--- config.mk ---
export PLATFORM = sky130hd
export DESIGN_NAME = synchronization_filter
export DESIGN_NICKNAME = d
export VERILOG_FILES = /design/src/rtl/synchronization_filter.sv
export SDC_FILE = /design/constraint.sdc
export NUM_CORES = 1
export LEC_CHECK = 0
export ABC_AREA = 1
export BUFFER_PORTS_ARGS = -buffer_cell sky130_fd_sc_hd__clkbuf_2
export CORE_UTILIZATION = 51
export DETAILED_ROUTE_END_ITERATION = 8
export PLACE_DENSITY = 0.75
export SKIP_CTS_REPAIR_TIMING = 1
export SYNTH_ARGS = -nofsm -noshare
export SYNTH_HDL_FRONTEND = slang
export SYNTH_SLANG_ARGS = --single-unit
--- constraint.sdc ---
create_clock -name clk_dom_i -period 1.2 [get_ports clk_dom_i]
set_input_delay 0.06 -clock clk_dom_i [delete_from_list [all_inputs] [get_ports clk_dom_i]]
set_output_delay 0.06 -clock clk_dom_i [all_outputs]
set_load 0.03 [all_outputs]
--- src/rtl/synchronization_filter.sv ---
// Multi-channel synchronizer with per-channel debounce filter and registered edge pulses.
// Build option: define SYNC_FILTER_EDGE_EN to build the rise_o/fall_o pulse flops.

package sys_structs;
    typedef struct packed {
        logic clk;
        logic clk_en;
        logic sync_rst;
    } clk_domain;
endpackage

module synchronization_filter #(
    parameter int unsigned            CHAIN_DEPTH   = 3,
    parameter int unsigned            CHAIN_WIDTH   = 4,
    parameter int unsigned            FILTER_CYCLES = 4,
    parameter logic [CHAIN_WIDTH-1:0] RESET_VALUE   = '0
) (
    input  sys_structs::clk_domain   clk_dom_i,
    input  logic                     async_rst_n,
    input  logic [CHAIN_WIDTH-1:0]   data_i,
    output logic [CHAIN_WIDTH-1:0]   sync_o,
    output logic [CHAIN_WIDTH-1:0]   filt_o,
    output logic [CHAIN_WIDTH-1:0]   rise_o,
    output logic [CHAIN_WIDTH-1:0]   fall_o
);

    localparam int unsigned      CNT_W   = (FILTER_CYCLES > 1) ? $clog2(FILTER_CYCLES) : 1;
    localparam logic [CNT_W-1:0] CNT_MAX = CNT_W'(FILTER_CYCLES - 1);

    logic clk;
    logic clk_en;
    logic unused_sync_rst;

    assign clk             = clk_dom_i.clk;
    assign clk_en          = clk_dom_i.clk_en;
    assign unused_sync_rst = clk_dom_i.sync_rst;

    logic [CHAIN_DEPTH-1:0][CHAIN_WIDTH-1:0] chain;
    logic [CHAIN_WIDTH-1:0][CNT_W-1:0]       cnt;
    logic [CHAIN_WIDTH-1:0][CNT_W-1:0]       cnt_nxt;
    logic [CHAIN_WIDTH-1:0]                  filt_nxt;

    // Synchronizer shift runs on every edge; clk_en only gates the filter.
    always_ff @(posedge clk or negedge async_rst_n) begin
        if (!async_rst_n) begin
            chain <= {CHAIN_DEPTH{RESET_VALUE}};
        end else begin
            chain <= {chain[CHAIN_DEPTH-2:0], data_i};
        end
    end

    assign sync_o = chain[CHAIN_DEPTH-1];

    // A channel must disagree with filt_o for FILTER_CYCLES enabled edges in a row to flip.
    always_comb begin
        cnt_nxt  = cnt;
        filt_nxt = filt_o;
        if (clk_en) begin
            for (int unsigned i = 0; i < CHAIN_WIDTH; i++) begin
                if (sync_o[i] != filt_o[i]) begin
                    if (cnt[i] == CNT_MAX) begin
                        filt_nxt[i] = ~filt_o[i];
                        cnt_nxt[i]  = '0;
                    end else begin
                        cnt_nxt[i]  = cnt[i] + CNT_W'(1);
                    end
                end else begin
                    cnt_nxt[i] = '0;
                end
            end
        end
    end

    always_ff @(posedge clk or negedge async_rst_n) begin
        if (!async_rst_n) begin
            cnt    <= '0;
            filt_o <= RESET_VALUE;
        end else begin
            cnt    <= cnt_nxt;
            filt_o <= filt_nxt;
        end
    end

`ifdef SYNC_FILTER_EDGE_EN
    // Pulses line up with the edge on which filt_o takes its new value.
    always_ff @(posedge clk or negedge async_rst_n) begin
        if (!async_rst_n) begin
            rise_o <= '0;
            fall_o <= '0;
        end else begin
            rise_o <= filt_nxt & ~filt_o;
            fall_o <= ~filt_nxt & filt_o;
        end
    end
`else
    assign rise_o = '0;
    assign fall_o = '0;
`endif

endmodule
# Word-level counts from Yosys, hierarchy flattened
# Index checks and enable logic that the tools add are counted.
# word_totals
in_bits,8
register_bits,24
latch_bits,0
rom_bits,0
ramBits,0
mem_count,0
# classes
mul,0
add_sub_neg,4
div_mod_pow,0
shift,0
n_eq_ne,8
reduce_logical,4
n_mux,8
order_cmp,0
bitwise_logic,4
# op_table
operator,count
2-bit two-way mux,8
3-bit AND reduction,4
2-bit by 1-bit adder with 2-bit output (second input constant),4
2-bit == test (second input constant),4
1-bit != test,4
1-bit NOT,4

# Depth between registers and ports, before layout
# logic_depth
ltp_word,3
ltp_mapped,6
ltp_nobuf,6

# Worst setup path after synthesis
# No wires, ideal clock.
# synth_timing
kind,reg-to-reg
startpoint,register cnt[2] in the netlist's numbering
endpoint,register cnt[3] in the netlist's numbering
setup_time_ns,0.116
stages_incl_launch_ff,6
arrival_time_ns,0.824
path_buffers,0
slack_ns,0.260
cell_sequence,dfrtp_1 > ha_1 > nand2_1 > inv_1 > nand2_1 > nand2_1
# synth_via
elab_chain_len,3
word_cells_on_any_way,4
classes_between,1 x add/sub; 1 x eq/ne; 2 x mux
# synth_rtl
element,line_no,rtl
"start, declared",39,logic [CHAIN_WIDTH-1:0][CNT_W-1:0] cnt;
"start signal, assigned",79,cnt <= cnt_nxt;
2-bit by 1-bit adder with 2-bit output / 2-bit == test (equally long branches),"65, 61",
2-bit two-way mux *,61,if (cnt[i] == CNT_MAX) begin
2-bit two-way mux *,60,if (sync_o[i] != filt_o[i]) begin
# Mark *: on every way between the ends. The rest lies on a longest branch, timed or not.
# A chain may end at the register's enable or synchronous reset.

==> impl_metrics.yaml <==
status:
  result_of_the_run: "finished, final reports clean"
cells_and_area:
  final_layout_fill_cell_count: 149
  register_area_sq_um: 601
  nNetsFinal: 178
  antenna-diode-count: 0
  area_growth_syn_to_layout_pct: 31.4
  multi_input_comb_area_sq_um: 324
  post_route_cells_drive_above_1_share: 0.241
  final_cell_area_sq_mm: 0.00140
  finish.utilization: 0.713
job:
  max_cap_viol_count: 0
die:
  design.core.area_sq_mm: 0.00196
  initial_core_util: 0.543
  floorplan.die_area_sq_mm: 0.00227
  vert_die_dim_um: 47.7
  fp_rows: 16
  die_width_um: 47.7
  num_io_pins: 24
critical_path:
  timing_worst_setup_path_type: "clk -> reg"
  worst_ep_arrival_time_ps: 1400
  path_max_fanout: 4
  worst_ep_required_time_ps: 1410
  worst_setup_path_start_kind: "clock port"
  endpoint_kind: "flip-flop"
min_path:
  hp-class: "clk -> reg"
placement:
  dp.final_hpwl_um: 1070
  port-buffer-count: 13
  place_congestion: 0.688
  placedInstanceArea_sq_mm: 0.00109
sta:
  finalClockSkew_ps: 0.416
  finalHoldViolCount: 0
  timing_worst_slew_pin_value_ps: 573
  final-setup-viol-count: 0
  relSlewSlack: 0.618
  slew_violations: 0
synth:
  post_synth_inst_count: 123
  synth_top_cells_by_area: "dfrtp_1 56%, nand2_1 18%, buf_4 8.5%"
  synthesis.area_sq_mm: 0.00106
  most_numerous_cell_types_in_the_synthesized_netlist: "52 x nand2_1, 24 x dfrtp_1, 21 x inv_1"
  synth_top_flop_cell: "dfrtp_1"
  synth-edff-count: 0
  postSynthRegisterBits: 24
  synth_sequential_area_ratio: 0.564
  avgSynthCellArea_sq_um: 8.66
  synthesis.yosys.warnings: 0
  most_frequent_cell_after_synthesis: "nand2_1"
  yosysTopAreaCellShare: 0.564
  synth_unique_cells: 10
  share_of_synthesized_flip_flops_with_an_asynchronous_set_or_reset: 1.00
  netlist.top_cell.by_area: "dfrtp_1"
power:
  power.static_leakage_nw: 0.852
  internal_power_w: 0.00217
  clockPowerShare: 0.545
  p_seq_frac: 0.309
  p_sw_frac: 0.403
  power_density_mw_per_mm2: 2600
  vdd.ir_drop.worst_mv: 1.35
  power.share.combinational: 0.146
  p_sw_w: 0.00147
drt:
  number_of_optimization_iterations_in_the_first_detailed_route_pass: 5
  wire_per_inst_um: 10.5
  post-route-drc-count: 0
  routed_wirelength_um: 2060
  vias: 857
  dr.first_iter.drc_count: 15
  ant_nets: 0
  detail_route.vias_per_cell: 4.35
grt:
  globalRouteOverflowTotal: 0
  grt_pass1_wl_um: 3040
  grt.total_usage: 0.229
  grt_antenna_before_repair: 0
  first_global_vias: 1058
  grt_start_max_net_pins: 25
clock_tree:
  clk-insertion-delay-late_ps: 300
  clkTransAtPathRegs_ps: 120
  tritoncts_clock_tree: "built"
layout by cell type (no fill, tap or decap), drive strengths merged:
master	Yosys	final
dfrtp	24	24
clkbuf	0	38
nand2	52	52
inv	21	28
o21ai	4	4
ha	4	4
nor2	4	4
dlygate4sd3	0	5
buf	13	3
conb	1	8
power by group through the flow:
| stage | Clock (W) | Sequential (W) | Combinational, W |
|---|---|---|---|
| 6_report | 0.00198 | 0.00112 | 0.000532 |
| 5_1_grt | 0.00219 | 0.00114 | 0.000588 |
| 4_1_cts | 0.00201 | 0.00112 | 0.000495 |
| 3_5_place_dp | 0.000494 | 0.00114 | 0.000482 |
| 3_3_place_gp | 0.000494 | 0.00112 | 0.000459 |
| 2_1_floorplan | 0.000624 | 0.00126 | 0.000232 |
area by class of cell:
cell class                 count  share of cell area
inverter                      12              0.0322
timing repair buffer          19              0.0877
clock buffer                  27               0.152
multi-input combinational     72               0.232
sequential                    24               0.429
tap                           27              0.0242
clock inverter                16              0.0429
sequential cells by signal, indices dropped and copies added (netlist names):
name / cells
sync_o: 4
cnt: 8
chain: 8
filt_o: 4
logic make-up after synthesis:
family | count (synthesis) | share of synthesized area
other | 1 | 0.00352
AND/OR/NAND/NOR | 56 | 0.197
AO/OA/AOI/OAI | 4 | 0.0188
adder cells (fa/ha/maj) | 4 | 0.0470
buffers and inverters | 34 | 0.169
flip-flops | 24 | 0.564
critical path, cell delays in order:
cell and delay [ps]:
clkbuf_4 130, buf_4 140, clkbuf_8 130, nand2_1 80, clkbuf_4 130, nand2_1 40
o21ai_1 80, inv_1 60
metal layers:
metal,global-route usage,wire length (um)
met4,0.394,42
met1,0.137,856
met5,0.0500,0
met3,0.302,142
met2,0.216,1020
per-stage QoR:
step | hold WS, ps | TNS, ps | power, W | std cells | worst slack (ps)
2_1_floorplan | -236 | 0 | 0.00212 | 130 | 167
6_report | 216 | 0 | 0.00364 | 197 | 11.6
5_1_grt | 242 | -1.84 | 0.00392 | 197 | -1.84
3_5_place_dp | 85.7 | 0 | 0.00211 | 157 | 225
4_1_cts | -262 | -324 | 0.00363 | 195 | -92.6
3_3_place_gp | 75.0 | 0 | 0.00207 | 157 | 251
worst paths after layout:
| check | from | end | slack [ps] | cells after the start |
|---|---|---|---|---|
| max | clk_dom_i[1] | filt_o[3]$_DFFE_PN0P_ | 10 | 8 |
| min | clk_dom_i[1] | cnt[1]$_DFFE_PN0P_ | 220 | 6 |
| max reg2reg | cnt[6]$_DFFE_PN0P_ | filt_o[3]$_DFFE_PN0P_ | 60 | 6 |
| min reg2reg | chain[5]$_DFF_PN0_ | sync_o[1]$_DFF_PN0_ | 360 | 0 |
| max in group asynchronous | async_rst_n | filt_o[2]$_DFFE_PN0P_ | 540 | 2 |
| min in group asynchronous | async_rst_n | filt_o[3]$_DFFE_PN0P_ | 280 | 2 |
Power figures use the tool's default switching activity.
